===== src/rtl/csa_pkg.sv =====
// Shared definitions for the carry-save adder slice. A build-wide default
// width and the registered output bundle layout are defined here.
package csa_pkg;

    localparam int CSA_DEFAULT_BIT_LEN = 19;

    // Registered output bundle at the default width. The top declares the
    // same layout sized by its own BIT_LEN parameter.
    typedef struct packed {
        logic [CSA_DEFAULT_BIT_LEN-1:0] s;
        logic [CSA_DEFAULT_BIT_LEN-1:0] cout;
        logic                           valid;
    } csa_out_t;

endpackage


===== src/rtl/full_adder.sv =====
// One bit column of the 3:2 compressor: sum and majority carry.
module full_adder (
    input  logic a,
    input  logic b,
    input  logic cin,
    output logic s,
    output logic cout
);

    assign s    = a ^ b ^ cin;
    assign cout = (a & b) | (a & cin) | (b & cin);

endmodule


===== src/rtl/carry_save_adder.sv =====
// 3:2 carry-save adder with an optional one-stage output register.
// Define CSA_FINAL_ADD_EN to add a carry-propagate adder that resolves
// S + (Cout << 1) and registers the result on Sum_q.
module carry_save_adder
    import csa_pkg::*;
#(
    parameter int BIT_LEN = CSA_DEFAULT_BIT_LEN
) (
    input  logic               clk,
    input  logic               rst,
    input  logic               in_valid,
    input  logic [BIT_LEN-1:0] A,
    input  logic [BIT_LEN-1:0] B,
    input  logic [BIT_LEN-1:0] Cin,
    output logic [BIT_LEN-1:0] S,
    output logic [BIT_LEN-1:0] Cout,
    output logic [BIT_LEN-1:0] S_q,
    output logic [BIT_LEN-1:0] Cout_q,
    output logic               out_valid
`ifdef CSA_FINAL_ADD_EN
    ,
    output logic [BIT_LEN+1:0] Sum_q
`endif
);

    // Same layout as csa_pkg::csa_out_t, sized by this instance's width.
    typedef struct packed {
        logic [BIT_LEN-1:0] s;
        logic [BIT_LEN-1:0] cout;
        logic               valid;
    } out_bundle_t;

    out_bundle_t out_d, out_q;

    // One full adder per bit column; Cout stays unshifted (bit i weighs 2^(i+1)).
    for (genvar i = 0; i < BIT_LEN; i++) begin : g_col
        full_adder u_fa (
            .a    (A[i]),
            .b    (B[i]),
            .cin  (Cin[i]),
            .s    (S[i]),
            .cout (Cout[i])
        );
    end

    // Next state: capture the vectors only when qualified, valid always follows.
    always_comb begin
        out_d       = out_q;
        out_d.valid = in_valid;
        if (in_valid) begin
            out_d.s    = S;
            out_d.cout = Cout;
        end
    end

    // Output register, cleared immediately by reset.
    always_ff @(posedge clk or posedge rst) begin
        if (rst) out_q <= '0;
        else     out_q <= out_d;
    end

    assign S_q       = out_q.s;
    assign Cout_q    = out_q.cout;
    assign out_valid = out_q.valid;

`ifdef CSA_FINAL_ADD_EN
    logic [BIT_LEN+1:0] sum_d, sum_q;

    // Resolve at BIT_LEN+2 bits so the top carry can never be dropped.
    always_comb begin
        sum_d = sum_q;
        if (in_valid) sum_d = {2'b00, S} + {1'b0, Cout, 1'b0};
    end

    // Resolved sum is registered alongside S_q/Cout_q.
    always_ff @(posedge clk or posedge rst) begin
        if (rst) sum_q <= '0;
        else     sum_q <= sum_d;
    end

    assign Sum_q = sum_q;
`endif

endmodule


===== config.mk =====
export PLATFORM = sky130hd
export DESIGN_NAME = carry_save_adder
export DESIGN_NICKNAME = d
export VERILOG_FILES = /design/src/rtl/csa_pkg.sv /design/src/rtl/full_adder.sv /design/src/rtl/carry_save_adder.sv
export SDC_FILE = /design/constraint.sdc
export NUM_CORES = 1
export LEC_CHECK = 0
export CORE_ASPECT_RATIO = 0.9
export CORE_UTILIZATION = 33
export DETAILED_ROUTE_END_ITERATION = 12
export GPL_ROUTABILITY_DRIVEN = 0
export PLACE_DENSITY = 0.76
export SLEW_MARGIN = 20
export SYNTH_ARGS = -nofsm -noshare
export SYNTH_HDL_FRONTEND = slang
export SYNTH_SLANG_ARGS = --single-unit

===== constraint.sdc =====
create_clock -name clk -period 0.99 [get_ports clk]
set_input_delay 0.1485 -clock clk [delete_from_list [all_inputs] [get_ports clk]]
set_output_delay 0.1485 -clock clk [all_outputs]
set_load 0.02 [all_outputs]

---- Word-level counts from Yosys, hierarchy flattened ----
Cells that the tools add are included.
Widths: inputs -> output; s select.
operators by class
  $add $sub $neg .......................... 0
  $mul .................................... 0
  divide/modulo/power cells ............... 0
  order comparisons ....................... 0
  equality and inequality tests ........... 0
  shift operators ......................... 0
  multiplexer cells ....................... 0
  bitwise logic cells ..................... 133
  reductions and logical operators ........ 0
operator list
  cell         number
  $and 1x1->1  57
  $or 1x1->1   38
  $xor 1x1->1  38
word-level totals
  register bits ........................... 39
  bits in latches ......................... 0
  bits in writable memories ............... 0
  ROM bits ................................ 0
  input bits .............................. 60
  output and inout bits ................... 77
  word-level logic and storage cells ...... 136
  memories ................................ 0

---- Depth between registers and ports, before layout ----
  word-level depth ........................ 3
  gate-level depth with buffers ........... 3
  depth with buffers taken out ............ 2

---- Cells and area by module ----
A second synthesis with hierarchy kept.
second synthesis, totals
  cell total of the unflattened synthesis .. 101
  area, all modules ....................... 1901.8 um^2
modules (own cells, without submodules)
  module            times used  cells an instance  area each (um^2)  seq. area each (um^2)
  carry_save_adder  1           82                 1521.5            975.9
  full_adder        19          1                  20.0              0.0

---- Least setup slack after synthesis ----
OpenSTA, ideal clock, no wires.
  kind .................................... input port to flip-flop
  start ................................... input A[0]
  end ..................................... register out_q (netlist bit S_q[0])
  setup time .............................. 0.125 ns
  arrival time ............................ 0.880 ns
  data required time ...................... 0.865 ns
  setup slack ............................. -0.015 ns
  stages on the path ...................... 2
  path buffers ............................ 0
  cells stage by stage .................... fa_1 > mux2_4
on the way
  cells in the longest elaborated chain, start to end .. 2
RTL lines
  item                       line                    text
  start, declared            carry_save_adder.sv:12  input logic [BIT_LEN-1:0] A,
  $xor 1x1->1 (2 in series)  full_adder.sv:10        assign s = a ^ b ^ cin;
  end signal, assigned       carry_save_adder.sv:59  else out_q <= out_d;
  end, declared              carry_save_adder.sv:33  out_bundle_t out_d, out_q;
Every way passes these cells.
A chain may end at the register's enable or synchronous reset.

---- Worst setup path after layout ----
  start ................................... input A[14]
  end ..................................... output S[14]
on the way
  cells in the longest elaborated chain, start to end .. 2
RTL lines
  item                       line                    text
  $xor 1x1->1 (2 in series)  full_adder.sv:10
  end, declared              carry_save_adder.sv:15  output logic [BIT_LEN-1:0] S,
Every way passes these cells.

==> metrics <==
Synth Net Count ~220; max_cap viols 0; Die ar. a little under 7000 um^2; outcome finished, violations left; Starting Density between 30% and 40%; RSZ-0062 raised after global routing true; Comb pwr share 44.5%; initial detailed-routing violation count 14; Die Y approximately 79 um; Ports about 140; post-route clock period utilization 111%; VDD IR max between 0.0006 and 0.0007 V; Highest Clock Rate between 900 and 1000 MHz; Max Buffers Root-to-Sink 2; Final Max Tran Viols 0; CP Launch Point A[14]; post-synthesis sequential area ratio approximately 45%; Net Sw Frac slightly above 30%; Final Power approximately 6.1 mW; synth-to-layout area growth 74.8%; layout cells sized above 1 roughly 86%; r2r startpoint Cout_q[12]; Mapped Area approximately 2200 um^2; number of CTS-inserted buffers 5; Mapped Avg Cell Area between 15 and 20 um^2; Final Util between 60% and 70%; Core Footprint 6250 um^2; Final Cell Area 3820 um^2; static leakage approximately 1.8 nW; die width ~90 um; Internal ~4.2 mW; total routed wirelength about 5100 um; CTS tree yes; Final Critical Period about 1100 ps; clock sinks 39; #FFs+latches synth 39; Post-Synthesis Cells around 140; worst hold-check path type in -> reg; DRC viols 0; H-tree depth 2; Clock Skews 0 ps; first-pass GRT wire length about 7700 um; CP Capture Type output port; Final Hold Viols 0; Clk pwr share about 22%; CP Class in -> out; Clock Pin Slew Worst Setup and Hold Paths approximately 70 ps; DR pass1 iterations 4; Non-Filler Instances 370; number of port buffers between 100 and 150; sequential share of power between 30% and 40%; root buffer cell clkbuf_8; Total GRT Usage 14.6%; initial antenna violation count 0; Final ANT Viol Nets 0; Psw roughly 1.8 mW; required time worst endpoint 840 ps; WHS about 240 ps; HPWL Detailed ~3900 um; failing checks setup timing; Ys Warns 0; global route overflow 0; WP data arrival 960 ps; fillcell total between 500 and 600; Avg Vias per Cell between 4 and 5; Startpoint Class primary input; Pwr Density between 1500 and 2000 nW/um^2; hold_sp in_valid; DP Area 3570 um^2; post-route setup slack -114 ps; crit-path max FO 2; Least-Margin Pin Slew between 150 and 200 ps; Clock Latency Late Sink approximately 280 ps; WL/cell 13.7 um; setup violators final 20; DR vias about 1600; placed cell count between 300 and 400; fin nets around 360; largest net degree at the start of global routing 22; # diodes 0; Placement Rows 27; Netlist cell types 8; vias in the first global route approximately 1600; Worst slew margin 89.5%; Setup TNS Final -1850 ps; dpl ws -944 ps
worst paths after layout:
path / end / slack, ps / cells after the start
hold reg to reg: Cout_q[14] / 510 / 1
setup / recovery: S[14] / -110 / 3
hold / removal: out_valid / 240 / 2
max in group asynchronous: S_q[11] / 590 / 3
setup reg to reg: Cout_q[12] / 80 / 2
min in group asynchronous: Cout_q[7] / 250 / 3
cell usage after synthesis, drive strengths merged:
| cell | count | area, um^2 |
|---|---|---|
| buf | 42 | 324 |
| dfrtp | 39 | 976 |
| fa | 19 | 380 |
| inv | 1 | 3.75 |
| mux2 | 38 | 503 |
kinds of logic (layout without fill, tap and decap cells):
group	Yosys count	in the layout	synth area share [%]
adder cells (fa/ha/maj)	19	19	17.4
flip-flops	39	39	44.6
multiplexers	38	38	23.0
buffers and inverters	43	187	15.0
flip-flops by register name, indices dropped and copies added, names as in the netlist:
signal / flops
S_q: 19
out_valid: 1
Cout_q: 19
critical path: stages:
cell   delay (ps)
buf_6          90
fa_2          590
buf_6         120
what timing repair did:
item,4_1_cts,5_1_grt
resized for setup,650,70
setup buffers,11,8
endpoints found under the setup margin,115,60
endpoints found under the hold margin,0,0
pin swaps,19,10
hold buffers,0,0
area by class of cell:
class	instances	area, um^2	share of cell area [%]
timing repair buffer	178	1680	43.9
clock inverter	2	35.0	0.916
clock buffer	6	82.6	2.16
multi-input combinational	57	935	24.4
tap	87	109	2.85
inverter	1	7.51	0.196
sequential	39	976	25.5
layer usage:
layer,part of all wire [%],track usage (%),routed length [um]
met1,37,16.3,1880
met2,55,27.2,2810
met3,7.0,3.33,355
met4,0.69,4.43,35
met5,0,0,0
power groups by stage:
stage / combinational [mW] / sequential (mW) / clock [mW]
floorplan: 1.01 / 2.32 / 0
global placement: 2.47 / 1.99 / 0
detailed placement: 2.50 / 2.01 / 0
CTS: 2.44 / 1.98 / 1.41
global route: 2.87 / 2.05 / 1.48
finish: 2.70 / 2.02 / 1.35
layout by cell type (no fill, tap or decap):
cell,instances
buf_12,5
buf_2,30
buf_4,48
buf_6,94
bufinv_16,1
clkbuf_8,6
clkdlybuf4s50_1,1
clkinv_2,1
clkinvlp_4,1
dfrtp_1,39
fa_2,19
mux2_2,17
mux2_4,21
Power figures use the tool's default switching activity.
==> edit 1: new RTL, same settings <==
Set the package constant `CSA_DEFAULT_BIT_LEN` to 38 (it was 19).
--- a/src/rtl/csa_pkg.sv
+++ b/src/rtl/csa_pkg.sv
@@ -2,7 +2,7 @@
 // width and the registered output bundle layout are defined here.
 package csa_pkg;
 
-    localparam int CSA_DEFAULT_BIT_LEN = 19;
+    localparam int CSA_DEFAULT_BIT_LEN = 38;
 
     // Registered output bundle at the default width. The top declares the
     // same layout sized by its own BIT_LEN parameter.
Interface: changed (7 resized); port bits go from 137 to 270. The function was not compared with the original's and may differ.
==> edit 1 against the original RTL <==
  * The flow still finishes with violations (negative setup slack)
  * Design area up 100%
  * Sequential cell count increased by 38
  * Total power increased by 110%
  * Area after synthesis is 98% higher
  * Fmax shrank 2.5%
  * Worst setup slack got worse by 0.029 ns
  * Sequential power increased by 100%
  * Die area grew 95%
  * Clock power increased by 110%
  * Routed wire length grew 130%
  * Critical path type unchanged
  * Largest cell class unchanged
==> edit 1: results (changes against the original RTL) <==
| Metric | Value |
|---|---|
| Status | complete, but fails checks |
| Failing checks | negative setup slack |
| Hold Path Class | in -> async |
| Nets | 726 (+100%) |
| Wirelength per Cell | 16.1 um (+17%) |
| Iteration-0 DRC Markers | 51 (+37) |
| Vias per cell | 4.30 (+1.9%) |
| TritonCTS Buffers | 9 (+4) |
| Sequential-to-total area share from yosys stat | 44.4% (-0.18 points) |
| Synth top cells by count | 77 x buf_4, 77 x dfrtp_1, 40 x mux2_4 |
| Area contributors post-synth | dfrtp_1 44%, fa_1 18%, mux2_4 14% |
| Worst skew pair latency | 0.33 ns (+0.05 ns) |
| Synth warn | 0 (unchanged) |
| Share of cells above drive strength 1 | 86.1% (+0.20 points) |
| Global-route wire length before repair | 17,900 um (+130%) |
| Max FO, Critical Path | 2 (unchanged) |
| Final worst slack | -0.142 ns (-0.0288 ns) |
| Maximum VDD drop | 0.000786 V (+25%) |
| Number of global-route vias before repair | 3,563 (+120%) |
| Cell Area, Placed | 7090 um2 (+98%) |
| Pre-CTS WS | -1.06 ns (-0.112 ns) |
| Worst reg2reg endpoint | Cout_q[26] |
| R2R cell count | 2 (unchanged) |
| Max stage delay on crit path | 0.61 ns (+0.02 ns) |
| GRT Total Usage | 17.6% (+3.0 points) |
| Arr. time, crit path | 0.98 ns (+0.02 ns) |
| R2r startpoint | Cout_q[26] |
| Setup slack, reg-to-reg | 0.06 ns (-0.02 ns) |
| Worst slew margin | 83.6% (-5.9 points) |
| Critical Path Slowest Stage Cell | fa_2 |
| Pre-Repair DR Iteration Count | 3 (-1) |
| Port-buffer cells | 269 (+98%) |
| Final setup fails | 118 (+490%) |
| Post-Syn Nets | 431 (+98%) |
| H-tree levels | 3 (+1) |
| Largest net degree at the start of global routing | 37 (+68%) |
| Top_reg_cell synth | dfrtp_1 |
| Final HPWL DP | 8780 um (+120%) |
| Leakage | 3.78 nW (+100%) |
| Root Buffer | clkbuf_16 |
| Antenna Cells | 0 (unchanged) |
| Initial antenna violation count | 0 (unchanged) |
[edit 1: changes by cell type after synthesis, sizes merged]
cell,unedited run,this run
buf,42,84
dfrtp,39,77
fa,19,38
mux2,38,76
[edit 1: cell type report]
| type | instances | area [um2] |
|---|---|---|
| timing repair buffer | 368 | 3490 |
| clock inverter | 3 | 15.0 |
| clock buffer | 11 | 233 |
| inverter | 1 | 7.51 |
| multi-input combinational | 114 | 1890 |
| tap | 164 | 205 |
| sequential | 77 | 1930 |
| fill | 948 | 4970 |
[edit 1: metal layers]
layer  track usage, %  routed length, um  vias up
met3             4.84               1140       18
met1             17.6               3990     1555
met5                0                  0        -
li1                 -                  -     1423
met2             33.0               6510      176
met4             7.89                257        0
[edit 1: per-stage QoR]
step | hold slack, ns | cells | power, mW | utilization (%) | setup TNS [ns]
floorplan | 0.180 | 276 | 6.61 | - | -2.59
global placement | 0.420 | 684 | 8.97 | 55.6 | -111.95
detailed placement | 0.432 | 684 | 9.06 | 55.6 | -113.97
CTS | 0.0697 | 733 | 12.6 | 58.8 | -6.39
global route | 0.0794 | 738 | 13.2 | 61.0 | -8.26
finish | 0.0807 | 738 | 12.6 | 61.0 | -5.25
[edit 1: repair_timing]
item | CTS | global route
setup endpoints to repair | 229 | 124
buffers inserted | 38 | 13
resized for setup | 1419 | 43
pin swaps | 38 | 25
[edit 1: worst max path at each step]
stage | start | end | slack, ns | depth (start not counted)
after floorplan | rst | Cout_q[0] | -0.03 | 1
after detailed placement | B[11] | S[11] | -1.06 | 3
after CTS | A[11] | S[11] | -0.16 | 3
after global placement | B[11] | S[11] | -1.06 | 3
after global routing | Cin[11] | S[11] | -0.17 | 3
final | Cin[11] | S[11] | -0.14 | 3
[edit 1: where the power goes]
part	switching (mW)	leakage (nW)	internal [mW]
Clock	1.20	0.125	1.66
Sequential	0.382	0.900	3.66
Combinational	2.37	2.76	3.34
Total	3.95	3.78	8.66
[edit 1: cells by family (layout without fill, tap and decap cells)]
logic type | Yosys count | in the layout | share of synthesized area, %
multiplexers | 76 | 76 | 23.2
flip-flops | 77 | 77 | 44.4
buffers and inverters | 85 | 383 | 14.8
adder cells (fa/ha/maj) | 38 | 38 | 17.5
==> edit 2: new RTL, config.mk and constraints unchanged <==
Made on the original files. Add an input register stage for `A`, `B` and `Cin`; this delays them by one clock. The other inputs are not delayed to match.
--- a/src/rtl/carry_save_adder.sv
+++ b/src/rtl/carry_save_adder.sv
@@ -30,14 +30,24 @@
         logic               valid;
     } out_bundle_t;
 
+    logic [BIT_LEN-1:0] A_q;
+    logic [BIT_LEN-1:0] B_q;
+    logic [BIT_LEN-1:0] Cin_q;
+
+    always_ff @(posedge clk) begin
+        A_q   <= A;
+        B_q   <= B;
+        Cin_q <= Cin;
+    end
+
     out_bundle_t out_d, out_q;
 
     // One full adder per bit column; Cout stays unshifted (bit i weighs 2^(i+1)).
     for (genvar i = 0; i < BIT_LEN; i++) begin : g_col
         full_adder u_fa (
-            .a    (A[i]),
-            .b    (B[i]),
-            .cin  (Cin[i]),
+            .a    (A_q[i]),
+            .b    (B_q[i]),
+            .cin  (Cin_q[i]),
             .s    (S[i]),
             .cout (Cout[i])
         );
Formal check against the unedited RTL: not equivalent (Yosys sat finds a counterexample within 4 cycles, from zero or initial values and one cycle with rst high).
==> edit 2 against the original RTL <==
  * Area after synthesis up 52%
  * The flow still finishes with violations (negative setup slack)
  * Synthesized cell count up 41%
  * Combinational power up 11%
  * Register-to-register slack worse by 0.39 ns
  * Sequential cell count up 57
  * Non-clock buffer count up 6
  * Routed wire length up 35%
  * Worst setup slack worse by 0.43 ns
  * Design area up 42%
  * Total power up 64%
  * Global-route usage down 0.81 points
==> edit 2: results (changes against the original RTL) <==
| Metric | Value |
|---|---|
| Status | complete, but fails checks |
| Failing checks | negative setup slack |
| Worst reg2reg endpoint | S_q[12] |
| Number of global-route vias before repair | 2,228 (+37%) |
| Non-filler cells, final | 479 (+29%) |
| Largest net degree at the start of global routing | 21 (-4.5%) |
| Post-Syn Nets | 275 (+26%) |
| WHS | 0.186 ns (-0.0529 ns) |
| Synth async-reset ratio | 40.6% (-59 points) |
| Cell Area, Placed | 4890 um2 (+37%) |
| Final worst slack | -0.541 ns (-0.427 ns) |
| Initial antenna violation count | 0 (unchanged) |
| H-tree levels | 3 (+1) |
| Area contributors post-synth | dfxtp_1 34%, dfrtp_1 29%, fa_1 11% |
| Via count | 1,926 (+23%) |
| Maximum buffer depth of the clock tree | 2 (unchanged) |
| Synth top cells by count | 57 x dfxtp_1, 39 x dfrtp_1, 38 x buf_4 |
| Global-route wire length before repair | 10,800 um (+41%) |
| CP Launch Point | B_q[12] |
| Worst skew pair latency | 0.35 ns (+0.07 ns) |
| Leakage | 2.43 nW (+32%) |
| Setup TNS | -26.09 ns (-24.24 ns) |
| Critical Path End | S[12] |
| Iteration-0 DRC Markers | 43 (+29) |
| WL met2 | 3700 um (+32%) |
| Met2 Track Usage GR | 24.2% (-3.0 points) |
| Maximum VDD drop | 0.00105 V (+66%) |
| Clk_skew | 0.00400 ns (+0.00400 ns) |
| Antenna Cells | 0 (unchanged) |
| Nets | 428 (+19%) |
| Sequential-to-total area share from yosys stat | 63.6% (+19 points) |
| Root Buffer | clkbuf_8 |
| Routed length on met1 | 2580 um (+37%) |
| Placed insts | 444 (+29%) |
| Final setup fails | 115 (+480%) |
| GRT Total Usage | 13.8% (-0.81 points) |
| P_sw | 2.64 mW (+43%) |
| R2R cell count | 3 (+1) |
| Post-Route WL | 6880 um (+35%) |
| Arr. time, crit path | 1.38 ns (+0.42 ns) |
| DR top layer | met4 |
| M3 GR Usage | 5.30% (+2.0 points) |
| Share of cells above drive strength 1 | 69.7% (-16 points) |
| Filler cell count | 784 (+56%) |
| Pre-Repair DR Iteration Count | 3 (-1) |
| Setup slack, reg-to-reg | -0.31 ns (-0.39 ns) |
| TritonCTS Buffers | 9 (+4) |
| Max FO, Critical Path | 2 (unchanged) |
| Slew @ Worst Pin | 0.238 ns (+0.0793 ns) |
| M1 GR Usage | 14.8% (-1.5 points) |
| Syn_area_per_cell | 17.0 um2 (+7.9%) |
| Tot Pwr | 9.99 mW (+64%) |
| Post-synth cell types | 9 (+1) |
| Met3 wire length | 491 um (+38%) |
| Hold Path Class | in -> async |
| Multi-input logic area | 998 um2 (+6.8%) |
| Pre-CTS WS | -0.658 ns (+0.286 ns) |
| Final HPWL DP | 5020 um (+28%) |
## edit 2: logic make-up (layout without fill, tap and decap cells)
family | count (synthesis) | after routing | share of synthesized area, %
DFF | 96 | 96 | 63.6
adders and majority gates | 19 | 19 | 11.4
muxes | 38 | 38 | 15.1
buffers and inverters | 43 | 200 | 9.85
## edit 2: power by group through the flow
stage	logic [mW]	registers [mW]	clock network, mW
final	3.00	4.55	2.44
after global routing	3.17	4.60	2.71
after CTS	2.93	4.55	2.56
after detailed placement	2.65	4.56	0
after global placement	2.62	4.55	0
after floorplan	1.12	4.86	0
## edit 2: area by class of cell
type	instances	area share, %
clock buffers	11	2.60
clock inverters	4	0.828
inverters	1	0.138
multi-input cells	57	18.4
flip-flops and latches	96	40.0
well taps	126	2.90
repair buffers	184	35.2
## edit 2: worst max-delay path: stages, from the launching register on
cell and delay (ns):
dfxtp_2 0.33, fa_2 0.59, buf_6 0.12
## edit 2: what timing repair did
item,CTS,global route
resized for setup,514,17
endpoints found under the setup margin,115,115
setup buffers,16,17
pin swaps,14,8
